**src/rtl/demux_rr_dispatcher.sv**
```systemverilog
`timescale 1ns/1ps
// demux_rr_dispatcher
// Shares one producer stream between eight consumer lanes. Each packet of
// PKT_LEN beats is granted to one enabled lane, lanes being visited in
// round-robin order starting after the previously served lane. Beats pass
// through a single-entry hold register, so out_valid/out_data are registered
// and a full-rate stream sustains one beat per cycle.
//
// Ports:
//   clk        rising-edge clock
//   rst        synchronous active-high reset
//   in_valid   producer has a beat
//   in_data    producer beat (DATA_W bits)
//   in_ready   beat accepted this cycle (combinational from dst_ready[sel])
//   dst_mask   per-lane enable, only looked at while arbitrating
//   dst_ready  per-lane ready; only the granted lane's bit matters
//   out_valid  one-hot valid, bit sel only
//   out_data   registered beat, broadcast to every lane
//   sel        granted lane index
//   busy       high while arbitrating or transferring
//   pkt_done   one-cycle pulse after the last beat of a packet is delivered
module demux_rr_dispatcher #(
  parameter int DATA_W  = 8,
  parameter int PKT_LEN = 4
) (
  input  logic              clk,
  input  logic              rst,
  input  logic              in_valid,
  input  logic [DATA_W-1:0] in_data,
  output logic              in_ready,
  input  logic [7:0]        dst_mask,
  input  logic [7:0]        dst_ready,
  output logic [7:0]        out_valid,
  output logic [DATA_W-1:0] out_data,
  output logic [2:0]        sel,
  output logic              busy,
  output logic              pkt_done
);

  typedef enum logic [1:0] {
    ST_IDLE = 2'd0,
    ST_ARB  = 2'd1,
    ST_XFER = 2'd2
  } state_t;

  localparam logic [7:0] PKT_LEN_C   = 8'(PKT_LEN);
  localparam logic [7:0] LAST_BEAT_C = 8'(PKT_LEN - 1);

  // Round-robin search: first enabled lane after 'last', wrapping, with 'last'
  // itself checked at the very end. Bit 3 of the result flags a hit.
  function automatic logic [3:0] rr_pick(input logic [7:0] mask, input logic [2:0] last);
    logic [3:0] pick;
    logic [2:0] cand;
    pick = 4'd0;
    for (int k = 1; k <= 8; k++) begin
      cand = last + 3'(k);
      pick = (!pick[3] && mask[cand]) ? {1'b1, cand} : pick;
    end
    return pick;
  endfunction

  state_t            state_r, state_nxt_s;
  logic [2:0]        sel_r, sel_nxt_s;
  logic [2:0]        last_sel_r, last_sel_nxt_s;
  logic              hold_full_r, hold_full_nxt_s;
  logic [DATA_W-1:0] out_data_r, out_data_nxt_s;
  logic [7:0]        out_valid_r, out_valid_nxt_s;
  logic [7:0]        acc_cnt_r, acc_cnt_nxt_s;
  logic [7:0]        tx_cnt_r, tx_cnt_nxt_s;
  logic              busy_r, busy_nxt_s;
  logic              pkt_done_r, pkt_done_nxt_s;
  logic              in_ready_s;
  logic              deliver_s;
  logic              accept_s;
  logic [3:0]        pick_s;

  // Next-state, counter and hold-register update logic.
  always_comb begin
    state_nxt_s     = state_r;
    sel_nxt_s       = sel_r;
    last_sel_nxt_s  = last_sel_r;
    hold_full_nxt_s = hold_full_r;
    out_data_nxt_s  = out_data_r;
    acc_cnt_nxt_s   = acc_cnt_r;
    tx_cnt_nxt_s    = tx_cnt_r;
    pkt_done_nxt_s  = 1'b0;
    in_ready_s      = 1'b0;
    deliver_s       = 1'b0;
    accept_s        = 1'b0;
    pick_s          = rr_pick(dst_mask, last_sel_r);

    case (state_r)
      ST_IDLE: begin
        if (in_valid) begin
          state_nxt_s = ST_ARB;
        end else begin
          state_nxt_s = ST_IDLE;
        end
      end

      ST_ARB: begin
        if (pick_s[3]) begin
          state_nxt_s   = ST_XFER;
          sel_nxt_s     = pick_s[2:0];
          acc_cnt_nxt_s = 8'd0;
          tx_cnt_nxt_s  = 8'd0;
        end else begin
          state_nxt_s = ST_ARB;
        end
      end

      ST_XFER: begin
        deliver_s  = hold_full_r & dst_ready[sel_r];
        // Room exists when the hold register is empty or drains this cycle.
        in_ready_s = (acc_cnt_r < PKT_LEN_C) & (!hold_full_r | dst_ready[sel_r]);
        accept_s   = in_valid & in_ready_s;
        hold_full_nxt_s = accept_s | (hold_full_r & !deliver_s);

        if (accept_s) begin
          out_data_nxt_s = in_data;
          acc_cnt_nxt_s  = acc_cnt_r + 8'd1;
        end else begin
          out_data_nxt_s = out_data_r;
          acc_cnt_nxt_s  = acc_cnt_r;
        end

        if (deliver_s) begin
          tx_cnt_nxt_s = tx_cnt_r + 8'd1;
          if (tx_cnt_r == LAST_BEAT_C) begin
            state_nxt_s    = ST_IDLE;
            last_sel_nxt_s = sel_r;
            pkt_done_nxt_s = 1'b1;
          end else begin
            state_nxt_s = ST_XFER;
          end
        end else begin
          tx_cnt_nxt_s = tx_cnt_r;
        end
      end

      default: begin
        state_nxt_s     = ST_IDLE;
        hold_full_nxt_s = 1'b0;
      end
    endcase

    busy_nxt_s      = (state_nxt_s != ST_IDLE);
    out_valid_nxt_s = hold_full_nxt_s ? (8'b1 << sel_nxt_s) : 8'b0;
  end

  // State and output registers with synchronous reset.
  always_ff @(posedge clk) begin
    if (rst) begin
      state_r     <= ST_IDLE;
      sel_r       <= 3'd0;
      last_sel_r  <= 3'd7;
      hold_full_r <= 1'b0;
      out_data_r  <= '0;
      out_valid_r <= 8'd0;
      acc_cnt_r   <= 8'd0;
      tx_cnt_r    <= 8'd0;
      busy_r      <= 1'b0;
      pkt_done_r  <= 1'b0;
    end else begin
      state_r     <= state_nxt_s;
      sel_r       <= sel_nxt_s;
      last_sel_r  <= last_sel_nxt_s;
      hold_full_r <= hold_full_nxt_s;
      out_data_r  <= out_data_nxt_s;
      out_valid_r <= out_valid_nxt_s;
      acc_cnt_r   <= acc_cnt_nxt_s;
      tx_cnt_r    <= tx_cnt_nxt_s;
      busy_r      <= busy_nxt_s;
      pkt_done_r  <= pkt_done_nxt_s;
    end
  end

  assign in_ready  = in_ready_s;
  assign out_valid = out_valid_r;
  assign out_data  = out_data_r;
  assign sel       = sel_r;
  assign busy      = busy_r;
  assign pkt_done  = pkt_done_r;

endmodule

```
**config.mk**
```make
export PLATFORM = sky130hd
export DESIGN_NAME = demux_rr_dispatcher
export DESIGN_NICKNAME = d
export VERILOG_FILES = /design/src/rtl/demux_rr_dispatcher.sv
export SDC_FILE = /design/constraint.sdc
export NUM_CORES = 1
export LEC_CHECK = 0
export ABC_AREA = 1
export BUFFER_PORTS_ARGS = -buffer_cell sky130_fd_sc_hd__buf_2
export CAP_MARGIN = 25
export CORE_MARGIN = 1
export CORE_UTILIZATION = 26
export CTS_CLUSTER_DIAMETER = 50
export DETAILED_ROUTE_END_ITERATION = 12
export GPL_TIMING_DRIVEN = 1
export SETUP_SLACK_MARGIN = 0.15
export SLEW_MARGIN = 20
export SYNTH_ARGS = -nofsm -noshare
export SYNTH_HDL_FRONTEND = slang
export SYNTH_SLANG_ARGS = --single-unit
```
**constraint.sdc**
```tcl
create_clock -name clk -period 4.45 [get_ports clk]
set_input_delay 0.2225 -clock clk [delete_from_list [all_inputs] [get_ports clk]]
set_output_delay 0.2225 -clock clk [all_outputs]
set_load 0.1 [all_outputs]
```
Word-level counts from Yosys, hierarchy flattened
Cells that the tools add are included.
{ "word_totals": {"register_bits": 43, "elab_cells": 112, "out_inout_bits": 22} }
{ "op_classes": {"bitwise": 9, "shifts": 1, "n_eq_ne": 6, "magnitude_cmp": 10, "addsub": 9, "muxes": 41, "reduce_logical": 26} }
{ "op_table": {"columns": ["operator", "count"], "rows": [
  ["3-bit by 4-bit less-than comparator with 1-bit output (second input constant)", 9],
  ["4-bit 2-to-1 mux", 8],
  ["8-bit one-hot mux with 2 select lines", 2],
  ["1-bit binary-select mux with 3-bit select", 9],
  ["8-bit 2-to-1 mux", 3],
  ["8-bit by 1-bit adder with 8-bit output (second input constant)", 2],
  ["3-bit adder (second input constant)", 4],
  ["1-bit 2-to-1 mux", 12],
  ["1-bit logical NOT", 9],
  ["3-bit AND reduction", 3],
  ["8-bit by 2-bit equality test with 1-bit output (second input constant)", 1],
  ["8-bit by 3-bit less-than comparator with 1-bit output (second input constant)", 1],
  ["1-bit by 3-bit << shifter with 8-bit output (first input constant)", 1],
  ["1-bit logical AND", 7],
  ["3-bit by 2-bit adder with 3-bit output (second input constant)", 2],
  ["2-bit 2-to-1 mux", 3],
  ["3-bit 2-to-1 mux", 2],
  ["2-bit != test (second input constant)", 3],
  ["2-bit one-hot mux with 3 select lines", 1],
  ["1-bit AND", 4],
  ["2-bit nonzero test", 2],
  ["2-bit OR reduction", 2],
  ["3-bit by 1-bit adder with 3-bit output (second input constant)", 1],
  ["1-bit inverter", 3],
  ["other kinds (7)", 8]
]} }

Depth between registers and ports, before layout
Gate-level depths: netlist (run 1).
{ "depth": {"ltp_word": 28, "mapped_depth": 20} }

Worst setup path after synthesis (run 1)
No wires, ideal clock.
{ "synth_path": {"path_type": "flip-flop to flip-flop", "start": "register sel_r[0], in the netlist sel[0]", "end": "register out_valid_r[0], in the netlist out_valid[0]", "path_stages_with_launch": 13, "t_required_ps": 4386, "path_slack_ps": 474, "n_path_buf": 0, "t_arrival_ps": 3911, "cell_sequence": "dfxtp_1 o21ai_0 nor2_1 nor2_1 o21ai_1 nand2_1 nand2_1 nand2_1 nor2_1 nand2_1 a31oi_1 nand3_2 nor2_1"} }
{ "synth_between": {"elab_chain_cells": 9, "elab_cells_between_ends": 15, "classes_between": "shift: 1; mux: 5; bitwise: 7; reduce/logical: 2"} }
{ "synth_lines": {"columns": ["item", "line", "text"], "rows": [
  ["start: declaration", "63", "logic [2:0] sel_r, sel_nxt_s;"],
  ["start signal: assignment", "166", "sel_r <= sel_nxt_s;"],
  ["1-bit binary-select mux with 3-bit select", "113, 115", null],
  ["1-bit 2-to-1 mux (not written as such)", "113, 115", null],
  ["1-bit bitwise OR or 1-bit AND (tied branches)", "115, 113", null],
  ["1-bit AND or 1-bit logical NOT (tied branches)", "115, 117", null],
  ["1-bit AND, on equally long branches", "116, 117", null],
  ["1-bit bitwise OR", "117", "hold_full_nxt_s = accept_s | (hold_full_r & !deliver_s);"],
  ["1-bit one-hot mux with 2 select lines", "92", "case (state_r)"],
  ["1-bit inverter (no source line)", null, null],
  ["2-bit OR reduction (no source line)", null, null],
  ["end signal: assignment", "170", "out_valid_r <= out_valid_nxt_s;"],
  ["end: declaration", "67", "logic [7:0] out_valid_r, out_valid_nxt_s;"]
]} }
Several ways; a longest one is shown, not always the timed one. The select of a mux whose other input is x is not followed.
A chain may end at the register's enable or synchronous reset.

Final worst setup path (run 1)
{ "layout_path": {"start": "register last_sel_r[1]", "end": "register out_valid_r[6], in the netlist out_valid[6]"} }
{ "layout_between": {"elab_chain_cells": 28, "elab_cells_between_ends": 48, "classes_between": "add/sub: 7; shift: 1; mux: 26; reduce/logical: 14"} }
{ "layout_lines": {"columns": ["item", "line", "text"], "rows": [
  ["start: declaration", "64", "logic [2:0] last_sel_r, last_sel_nxt_s;"],
  ["start signal: assignment", "167", "last_sel_r <= last_sel_nxt_s;"],
  ["3-bit by 1-bit adder with 3-bit output", "56", "cand = last + 3'(k);"],
  ["1-bit binary-select mux with 3-bit select", "57", "pick = (!pick[3] && mask[cand]) ? {1'b1, cand} : pick;"],
  ["1-bit 2-to-1 mux (not written as such)", "57", null],
  ["4-bit 2-to-1 mux", "57", null],
  ["1-bit logical NOT", "57", null],
  ["1-bit logical AND", "57", null],
  ["4-bit 2-to-1 mux", "57", null],
  ["1-bit logical NOT", "57", null],
  ["(+12 left out)", null, null],
  ["1-bit logical AND", "57", null],
  ["4-bit 2-to-1 mux", "57", null],
  ["1-bit logical NOT", "57", null],
  ["1-bit logical AND", "57", null],
  ["4-bit 2-to-1 mux *", "57", null],
  ["3-bit 2-to-1 mux *", "102", "if (pick_s[3]) begin"],
  ["3-bit 2-to-1 mux *", "92", null],
  ["1-bit by 3-bit << shifter with 8-bit output *", "148", "out_valid_nxt_s = hold_full_nxt_s ? (8'b1 << sel_nxt_s) : 8'b0;"]
]} }
Every way passes the cells marked *; elsewhere a longest branch is shown, timed or not. The select of a mux whose other input is x is not followed.

==> results of run 1 <==
## flip-flops by register name (all words and copies together) (netlist names)
signal       count
acc_cnt_r        8
tx_cnt_r         8
state_r          2
out_valid        8
last_sel_r       3
pkt_done         1
sel              3
hold_full_r      1
out_data         8
busy             1
## stage by stage
step	power [mW]	hold slack, ns
finish	0.8098	0.2172
global route	0.8537	0.2287
CTS	0.8224	0.2049
detailed placement	0.5526	0.4342
global placement	0.5519	0.4269
floorplan	0.5163	0.3222
## routing by layer
metal	vias up	wire [um]	track usage, %
li1	1345	-	-
met1	1096	3268	17.29
met2	61	2756	18.78
met3	6	324	2.558
met4	0	75	3.421
met5	-	0	0
## logic make-up after synthesis
group                      after synthesis
AOI/OAI and AO/OA                       57
xor gates and xnor gates                 9
adders and majority gates                8
buffers and inverters                   58
DFF                                     43
and+or+nand+nor                        212
## tightest hold or removal path, stage by stage
cell     delay (ns)
buf_2          0.07
o21ai_0        0.07
a21oi_1        0.10
## worst paths after layout
path	from	end	slack, ns	cells past startpoint
worst max-delay path	last_sel_r[1]	out_valid[6]	1.27	15
worst min-delay path	in_data[1]	out_data[1]	0.22	3
worst max register to register	last_sel_r[1]	out_valid[6]	1.27	15
worst min register to register	out_data[4]	out_data[4]	0.45	2
## cells in the final DEF (no fill, tap or decap), types with 2 or more instances in the layout
cell type / count
a21oi_1: 19
a21oi_2: 7
a31oi_1: 2
buf_2: 48
clkbuf_8: 7
dfxtp_1: 43
ha_1: 8
inv_1: 41
inv_2: 5
inv_4: 3
nand2_1: 77
nand2_2: 15
nand2_4: 6
nand3_1: 29
nand3_2: 14
nand4_1: 6
nor2_1: 44
nor2_2: 2
nor2_4: 4
nor3_1: 6
nor3_2: 3
o21ai_0: 22
o21ai_1: 3
xnor2_1: 6
xor2_1: 3
## power groups by stage
stage          registers [mW]  logic [mW]  clock network, mW
2_1_floorplan           0.435      0.0809                  0
3_3_place_gp            0.405       0.147                  0
3_5_place_dp            0.405       0.148                  0
4_1_cts                 0.396       0.148              0.278
5_1_grt                 0.397       0.163              0.294
6_report                0.396       0.147              0.266
## final cells by class
type / instances / area, sq um / share of cell area, %
multi-input combinational: 286 / 1629 / 50.98
sequential: 43 / 860.8 / 26.94
timing repair buffer: 48 / 240.2 / 7.518
inverter: 49 / 191.4 / 5.991
tap: 136 / 170.2 / 5.325
clock buffer: 7 / 96.34 / 3.015
clock inverter: 1 / 7.507 / 0.2349
==> results by stage, run 1 <==
Critical path:
- The most frequent cell on the critical path is nand2_1.
- The largest single stage delay on the critical path is 0.66 ns.
- The critical path is of the reg2reg type.
- The element type at the critical path end is a register.
- Data arrives at the worst endpoint at 3.41 ns.
- On the critical path, the stage with the largest delay is an instance of dfxtp_1.
- Of all nets on the critical path, the largest fanout is 11.
- STA puts the critical path data required time at 4.67 ns.
- The family of cells with the greatest summed delay on the critical path is simple AND/OR/NAND/NOR gates.
- The sort of element at the start of the critical path is a register.
- The signal on the critical path passes through inv_2, ha_1, inv_1, nand3_1, nand2_1, nor2_1, a31oi_1, inv_1, nand2_1, nand3b_1, nand2_1, nor2_1, nor2_2, nand2_1, nor2_1.
- Counting both buffers and inverters, the worst setup path holds a total of 3.

Yosys:
- The proportion of synthesized flip-flops having asynchronous set or reset is 0%.
- The total number of yosys warnings is 0.
- The most used flip-flop cell after synthesis is dfxtp_1.
- The fraction of the mapped netlist area in adder cells is 3.650%.
- After synthesis, the largest family of logic cells by area is simple AND/OR/NAND/NOR gates.
- In this run, distinct cell masters in the synthesized netlist total 39.
- In this run the mean area of a mapped cell was 7.087 sq um.
- The number of nets in the synthesized netlist is 422.
- The top cell type by area accounts for 31.39% of the synthesized area.
- In the synthesized netlist, mux cells make up 0% of the area.
- After synthesis, the most frequently instantiated cells are 77 x nand2_1, 44 x nor2_1, 43 x dfxtp_1.
- The most area-hungry cell type in the Yosys netlist is dfxtp_1.
- In this run, synthesis inferred 0 flip-flops with an integrated enable.
- Ranked by total cell area, the synthesized netlist is headed by dfxtp_1 31%, nand2_1 11%, nor2_1 6.0%, inv_1 5.6%, nand3_1 5.3%.
- The compound-gate portion of the synthesized area is 11.86%.
- Among all cell types in the netlist, the one instantiated most often is nand2_1.
- The netlist area before placement is 0.002743 sq mm.
- The synthesized flop and latch total is 43.
- After Yosys synthesis, and, or, nand and nor cells account for 41.01% of the synthesized area.
- The post-synthesis cell count is 387.
- After Yosys synthesis, XOR and XNOR cells account for 2.874% of the synthesized area.
- Sequential cells were found to cover 31.39% of the synthesized design area.

STA:
- The post-route fraction of the period consumed by the critical path is 71.56%.
- For the pin with the worst max-slew slack, the measured transition is 0.5528 ns.
- The number of failing hold endpoints at the final stage came to 0.
- The clock period minus final worst setup slack is 3.185 ns.
- After routing, the total negative slack on setup checks comes to 0 ns.
- Setup repair after global routing left no endpoint under its margin.
- Timing would allow up to 0.3140 GHz.
- Once routing completed, OpenROAD measured the worst setup slack at 1.265 ns.
- The final number of max-transition violations is 0.
- Setup violations remaining at the end of the flow were counted as 0.
- The final setup skew is 0.005135 ns.
- In this run the tightest slew margin relative to its limit is 63.15%.

Finish:
- The number of antenna diodes in the final layout is 0.
- In the final layout, the share of cells above drive strength 1 is 27.42%.
- The number of nets in the finished design is 468.
- The post-route non-filler standard cell count is 570.
- The area overhead of the layout relative to synthesis is 16.51%.
- The final core utilization is 31.09%.
- The post-route cell area is 0.003196 sq mm.
- Counting the fill cells in the layout gives 1109.

Placed design:
- At the end of routability-driven placement, the weighted congestion stood at 0.8393.
- The detailed-placement wirelength estimate is 5188 um.
- The count of input and output buffers is 48.
- The total cell area at the placement stage is 0.003092 sq mm.
- The setup slack after placement is 1.314 ns.
- After detailed placement, the design holds a cell count of 562.

Run status:
- The run finished with clean final reports.

Global routing:
- The combined global-route utilization of all metal layers is 12.27%.
- The first-pass GRT wire length is 11070 um.
- The number of global-route vias before repair was 2437.
- The number of antenna violations at the first check in global routing is 0.
- The maximum number of pins on one net before global-route repair is 25.
- The final global-route overflow total is 0.

Routing:
- The number of remaining DRC errors is 0.
- In the final routed layout, each cell accounts on average for 11.27 um.
- The first detailed-routing pass took 4 iterations.
- The first routing iteration left 104 violations.
- The average via count per standard cell is 4.400.
- The count of nets left with antenna violations once routing finished came out at 0.
- Wires add up to 6425 um.
- The detailed router placed 2508 vias in this run.

Pwr:
- The leakage component of the power is 1.426 nW.
- The internal power is 571.3 uW.
- Of the total power, combinational logic draws 18.2%.
- For this design the total switching power over the nets is 238.5 uW.
- Net switching is 29.45% of the power.
- Of the total power, registers draw 48.9%.
- For this design the ratio of total power to cell area is 253.4 mW/mm^2.
- The maximum ir drop on the vdd rail is 128.0 uV.
- The fraction of power consumed by the clock network is 32.9%.

CTS:
- After clock tree synthesis, the clock-pin slew on the worst setup and hold paths is 0.08 ns.
- The H-tree was split into 2 levels.
- The CTS tree is yes.
- The post-cts resize count is 0.
- The clock drives 43 sinks.
- No sink is reached through more buffers than the 2 on the longest clock path.
- Clock tree synthesis inserted a total of 5 buffers.
- The worst-skew pair later-pin latency is 0.29 ns.
- Buffers added to address setup during post-CTS repair amount to 0.
- The clock tree root buffer cell is clkbuf_8.
- The total of hold buffers inserted after clock tree synthesis is 0.

Floorplan:
- The core outline area is 0.01028 sq mm.
- The initial cell density of the core is 26.69%.
- The die covers 0.01096 sq mm.
- In this run the core area contains 37 standard-cell rows.
- Measured along the y axis, the die boundary spans 104.7 um.
- The number of top-level design ports is 49.
- The die outline width is 104.7 um.

Job:
- The tool flagged a number of max-cap violations equal to 0.

Worst hold path:
- The path class of the lowest-slack min-delay path is in2reg.
Power figures use the tool's default switching activity.
==> run 2, diff against run 1 <==
- clock period: 4.45 -> 3.07 ns (I/O delays scaled with it)
==> run 2 against run 1 <==
Non-clock buffer count grew 2. Worst hold slack lost 0.077 ns. Power grew 42%. Via count grew 1.8%. Sequential power grew 45%. Wire length is essentially flat. Cell count grew 0.18%. Critical path type unchanged.
==> results by stage, run 2 (synthesized netlist as in run 1, its figures left out) <==
Run status:
- The run finished with clean final reports.

Finish:
- The area overhead of the layout relative to synthesis is 17.29%.
- The filler cell count in the final layout is 1135 (+2.3%).
- The number of nets in the finished design is 470 (+0.43%).
- In the layout the commonest cells are 77 x nand2_1, 48 x buf_2, 43 x nor2_1, 41 x dfxtp_1, 40 x inv_1.
- The area taken by flip-flops and latches is 863.3 sq um (+0.29%).
- The total inserted antenna cells came to 0 (unchanged).
- The most common cell after layout, fill and taps aside is nand2_1.
- The layout cell share with drive strength beyond 1 is 29.20% (+1.8 points).
- The footprint of the multi-input gates is 0.001649 sq mm (+1.2%).

Critical path:
- The worst path required time came to 3.30 ns (-1.37 ns).
- The worst setup path is launched from a register.
- The maximum net fanout on the critical path was 11 (unchanged).
- The signal arrival time at the worst endpoint is 2.80 ns (-0.61 ns).
- The element type at the critical path end is a register.
- The critical path is of the reg2reg type.

Floorplan:
- The total number of placement rows came to 37 (unchanged).
- The die outline height is 104.7 um (unchanged).
- The core outline area is 0.01028 sq mm (unchanged).
- The initial cell density of the core is 26.69% (unchanged).
- The number of top-level design ports is 49 (unchanged).
- The die area came to 0.01096 sq mm (unchanged).
- The die outline width came to 104.7 um (unchanged).

Routing:
- The number of remaining DRC errors is 0 (unchanged).
- The number of nets with antenna violations after detailed routing was 0 (unchanged).
- The number of vias after detailed routing is 2553 (+1.8%).
- The routed wirelength normalized by instance count was 11.25 um (-0.19%).
- The average via count per standard cell is 4.471 (+1.6%).
- The number of DRC markers after the initial detailed-route iteration is 133 (+28%).
- The routed wire length came to 6424 um (about the same).
- The number of iterations in the first detailed-routing pass came to 4 (unchanged).

Placed design:
- The weighted congestion at the end of routability-driven global placement is 0.8940 (+6.5%).
- The setup slack after placement is 0.2510 ns (-1.063 ns).
- The detailed-placement wirelength estimate is 5081 um (-2.1%).
- The count of input and output buffers is 48 (unchanged).

CTS:
- The clock tree root buffer cell is clkbuf_8.
- The clock tree buffer depth is 2 (unchanged).
- The total clock sinks was 43 (unchanged).
- The clock slew seen by the registers of the worst setup and hold paths is 0.08 ns (about the same).
- The level count of the clock H-tree was 2 (unchanged).
- The total of hold buffers inserted after clock tree synthesis came to 0 (unchanged).
- The worst-skew pair later-pin latency is 0.29 ns (about the same).
- The CTS tree is yes.
- The total clock buffers created by CTS was 5 (unchanged).

Global routing:
- The number of antenna violations at the first check in global routing came to 0 (unchanged).
- The combined global-route utilization of all metal layers is 12.40% (+0.13 points).
- The final global-route overflow total came to 0 (unchanged).
- The first-pass GRT wire length is 11210 um (+1.3%).
- The maximum number of pins on one net before global-route repair is 25 (unchanged).
- The number of global-route vias before repair is 2449 (+0.49%).

Pwr:
- The areal power density over the cells is 356.3 mW/mm^2 (+41%).
- The leakage component of the power is 1.430 nW (+0.30%).
- The maximum ir drop on the vdd rail is 135.0 uV (+5.5%).

STA:
- The actual slew at the worst max-slew pin was 0.5466 ns (-0.006132 ns).
- The final number of max-transition violations is 0 (unchanged).
- The worst slew margin relative to its limit is 63.56% (+0.41 points).
- Setup repair after global routing left no endpoint under its margin.
- The number of setup violations in the final report is 0 (unchanged).
- The post-route fraction of the period consumed by the critical path is 83.86% (+12 points).
- The total negative setup slack is 0 ns (unchanged).
- The maximum frequency from static timing analysis was 0.3884 GHz (+24%).
- The clock period minus final worst setup slack was 2.574 ns (-0.6102 ns).
- The final setup slack of the worst path is 0.4956 ns (-0.7698 ns).
- The number of failing hold endpoints at the final stage is 0 (unchanged).
- The final setup skew is 0.005480 ns (+0.0003449 ns).

Job:
- The number of max-capacitance violations reported was 0 (unchanged).

Worst hold path:
- The path class of the lowest-slack min-delay path is in2reg.
==> run 2: cell types whose count changed in the layout (fill, tap and decap cells not counted), sizes merged <==
| cell | change |
|---|---|
| clkinvlp | -1 |
| clkbuf | -1 |
| buf | +2 |
| clkinv | +1 |
==> run 2: power breakdown <==
part / internal, mW / total (mW) / switching, mW
Clock: 0.176 / 0.356 / 0.179
Sequential: 0.568 / 0.574 / 0.00654
Combinational: 0.0576 / 0.216 / 0.159
Total: 0.801 / 1.15 / 0.345
==> run 2: final timing paths <==
check             cells after the start          start  slack, ns      endpoint
setup / recovery                     17  last_sel_r[0]       0.50  out_valid[6]
hold reg to reg                       2    out_data[5]       0.44   out_data[5]
hold / removal                        3     in_data[5]       0.14   out_data[5]
setup reg to reg                     17  last_sel_r[0]       0.50  out_valid[6]
==> run 2: critical path, cell delays in order, from the launching register on <==
cell and delay [ns]:
dfxtp_1 0.34, inv_4 0.17, ha_2 0.36, inv_2 0.13, nand3_1 0.16, nand2_1 0.09, nand2_1 0.06, nand2_2 0.11
nand4_4 0.15, nor2_4 0.19, nand3_2 0.12, nand2_4 0.12, inv_2 0.06, nor2_2 0.13, inv_1 0.05, nand2_1 0.09
nand2_1 0.08, nor2_1 0.10
==> run 2: layer usage <==
metal,track usage (%),up-vias,share of wire (%)
met5,0,-,0
met1,16.80,1134,51
met2,19.82,68,43
met4,3.924,0,0.83
li1,-,1344,-
met3,2.308,7,5.7
==> run 2: cell type report <==
cell class	instances	share of cell area (%)
Timing Repair Buffer	50	7.935
Inverter	49	5.951
Tap cell	136	5.290
Clock buffer	6	2.567
Sequential cell	43	26.84
Clock inverter	1	0.1556
Multi-Input combinational cell	286	51.26
==> run 2: through the flow <==
stage	instance area, sq um	util [%]	power (mW)	hold slack [ns]	instances
2_1_floorplan	2753	-	0.7495	0.2532	387
4_1_cts	3204	31.18	1.165	0.1276	571
3_3_place_gp	3117	30.33	0.7996	0.4311	564
5_1_grt	3217	31.30	1.207	0.1729	571
3_5_place_dp	3117	30.33	0.8020	0.4348	564
6_report	3217	31.30	1.146	0.1400	571
==> run 2: repair_timing <==
item,CTS,global route
gates resized for setup,0,4
hold endpoints to repair,0,0
endpoints found under the setup margin,0,24
buffers inserted,0,0
==> run 3, diff against run 2 <==
- clock period: 3.07 -> 2.4 ns (I/O delays scaled with it)
==> run 3 against run 2 <==
Register-to-register slack worse by 0.40 ns. Global-route usage barely moved. Sequential power rose by 28%. Clock power grew 26%. Worst hold slack got worse by 0.047 ns. Via count is 4.1% higher. Power increased by 31%. Combinational power is 46% higher. Utilization rose by 3.3 points. Cell count rose by 3.5%. Worst setup slack worse by 0.40 ns. Design area up 11%. Critical path type unchanged.
==> results by stage, run 3 (synthesized netlist as in run 1, its figures left out) <==
Run status:
- The flow ran to the end, and the final reports show no timing, DRC or antenna violations.

Placed design:
- The instance count after placement with tap cells included is 576 (+2.1%).
- The setup slack after placement is 0.06063 ns (-0.1904 ns).
- The weighted congestion at the end of routability-driven global placement is 1.030 (+15%).
- The count of input and output buffers was 48 (unchanged).
- The detailed-placement wirelength estimate is 5211 um (+2.5%).

Routing:
- The average via count per standard cell is 4.497 (+0.59%).
- The number of nets with antenna violations after detailed routing was 0 (unchanged).
- The routed wire length was 6896 um (+7.3%).
- The number of remaining DRC errors is 0 (unchanged).
- The number of vias after detailed routing came to 2658 (+4.1%).
- The number of DRC markers after the initial detailed-route iteration came to 173 (+30%).
- The number of iterations in the first detailed-routing pass is 6 (+2).
- The routed wirelength normalized by instance count is 11.67 um (+3.7%).

Finish:
- The area overhead of the layout relative to synthesis is 29.84%.
- The number of nets in the finished design came to 489 (+4.0%).
- The post-route non-filler standard cell count is 591 (+3.5%).
- The library cells used most frequently in the layout, excluding fill and tap cells, are 65 x nand2_1, 47 x buf_2, 41 x nor2_1, 39 x inv_1, 37 x dfxtp_1.
- The final core utilization was 34.65% (+3.3 points).
- The library cell used most frequently in the layout, excluding fill and tap cells, is nand2_1.
- The total inserted antenna cells was 0 (unchanged).
- The layout cell share with drive strength beyond 1 is 38.24% (+9.0 points).

Job:
- The number of max-capacitance violations reported came to 0 (unchanged).

Critical path:
- The endpoint of the lowest-slack register-to-register path is out_valid[4].
- The worst path required time is 2.64 ns (-0.66 ns).
- The element type at the critical path end is a register.
- The flop-to-flop setup slack is 0.09 ns (-0.40 ns).
- The signal arrival time at the worst endpoint is 2.54 ns (-0.26 ns).
- The path depth of the worst reg2reg path is 15 (-2).
- Tracing the worst setup path back leads to its startpoint at last_sel_r[0].
- The maximum net fanout on the critical path came to 6 (-5).
- The worst setup path is launched from a register.
- The critical path endpoint is out_valid[4].
- The worst reg2reg path startpoint is last_sel_r[0].
- The setup path with the least slack is of type reg2reg.

CTS:
- The CTS tree is yes.
- The clock tree buffer depth was 2 (unchanged).
- The total clock buffers created by CTS was 5 (unchanged).
- The level count of the clock H-tree came to 2 (unchanged).
- The total clock sinks is 43 (unchanged).
- The worst-skew pair later-pin latency is 0.29 ns (about the same).
- The tree is rooted in a clkbuf_8.
- The clock slew seen by the registers of the worst setup and hold paths is 0.08 ns (about the same).

STA:
- The clock period minus final worst setup slack is 2.307 ns (-0.2676 ns).
- The post-route fraction of the period consumed by the critical path is 96.12% (+12 points).
- The final setup slack of the worst path is 0.09316 ns (-0.4024 ns).
- The number of failing hold endpoints at the final stage is 0 (unchanged).
- The final setup skew is 0.005441 ns (-0.00003886 ns).
- The maximum frequency from static timing analysis is 0.4335 GHz (+12%).
- The final number of max-transition violations is 0 (unchanged).
- Setup repair after global routing could not meet its margin everywhere.
- The actual slew at the worst max-slew pin came to 0.5272 ns (-0.01947 ns).
- The worst slew margin relative to its limit is 64.86% (+1.3 points).
- The number of setup violations in the final report is 0 (unchanged).

Floorplan:
- The core outline area is 0.01028 sq mm (unchanged).
- The die area is 0.01096 sq mm (unchanged).
- The number of top-level design ports was 49 (unchanged).
- The initial cell density of the core is 26.69% (unchanged).
- The die outline width is 104.7 um (unchanged).
- The die outline height is 104.7 um (unchanged).
- The total number of placement rows is 37 (unchanged).

Global routing:
- The first-pass GRT wire length is 11190 um (-0.19%).
- The final global-route overflow total is 0 (unchanged).
- The maximum number of pins on one net before global-route repair is 25 (unchanged).
- The combined global-route utilization of all metal layers is 12.45% (+0.050 points).
- The number of global-route vias before repair is 2424 (-1.0%).
- The number of antenna violations at the first check in global routing came to 0 (unchanged).

Pwr:
- The total power of the final layout is 1.496 mW (+31%).
- The leakage component of the power is 1.555 nW (+8.7%).
- The maximum ir drop on the vdd rail was 187.0 uV (+39%).
- The areal power density over the cells is 420.2 mW/mm^2 (+18%).

Worst hold path:
- The tightest min-delay check is of the in2reg type.
## run 3: changes by cell type in the layout (fill, tap and decap cells not counted), sizes merged
| cell | delta |
|---|---|
| clkinvlp | +1 |
| buf | +19 |
## run 3: critical path: stages, from the launching register on
cell	delay [ns]
dfxtp_2	0.37
inv_4	0.06
ha_4	0.35
inv_6	0.06
nand3_1	0.12
nand2_1	0.09
nand2_1	0.08
nand2_2	0.08
buf_4	0.14
nand4_1	0.07
nand3_1	0.09
nor2_1	0.12
nand3_1	0.13
a21oi_2	0.23
nand2_1	0.13
nor2_1	0.11
## run 3: area by class of cell
| type | count | area, sq um |
|---|---|---|
| inverters | 49 | 206.4 |
| flip-flops and latches | 43 | 873.3 |
| fillers | 1076 | 6716 |
| clock buffers | 6 | 72.57 |
| well taps | 136 | 170.2 |
| repair buffers | 69 | 407.9 |
| clock inverters | 2 | 12.51 |
| multi-input cells | 286 | 1818 |
## run 3: how the worst min path moves through the flow
stage	startpoint	to	slack, ns	depth (start not counted)
2_1_floorplan	rst	last_sel_r[0]	0.22	2
3_5_place_dp	in_data[6]	out_data[6]	0.40	3
4_1_cts	in_data[6]	out_data[6]	0.08	3
5_1_grt	in_data[6]	out_data[6]	0.1	3
3_3_place_gp	in_data[6]	out_data[6]	0.38	3
6_report	in_data[6]	out_data[6]	0.09	3
## run 3: metrics by stage
step | hold WS (ns) | area [sq um] | TNS [ns]
global placement | 0.3841 | 3296 | 0
floorplan | 0.2196 | 2858 | -0.01589
CTS | 0.08382 | 3400 | 0
global route | 0.09578 | 3561 | -0.8410
detailed placement | 0.3990 | 3296 | 0
finish | 0.09286 | 3561 | 0
## run 3: power by group
| group | total [mW] | leakage [nW] | switching [mW] | internal (mW) |
|---|---|---|---|---|
| Clock | 0.447 | 0.0412 | 0.244 | 0.203 |
| Sequential | 0.733 | 0.348 | 0.00848 | 0.724 |
| Combinational | 0.316 | 1.17 | 0.223 | 0.0928 |
| Total | 1.50 | 1.55 | 0.476 | 1.02 |
## run 3: timing repair
action                                  in CTS  in global routing
endpoints found under the setup margin      22                 28
hold buffers                                 0                  0
pin swaps                                    3                  4
buffers inserted                             1                  6
hold endpoints to repair                     0                  0
gates resized for setup                      4                 28
## run 3: metal layers
layer  up-vias  wire length [um]  GRT usage, %
met3        10               331         1.871
met4         0               114         4.125
met2        69              3004         18.87
met1      1190              3446         17.89
li1       1389                 -             -
met5         -                 0             0
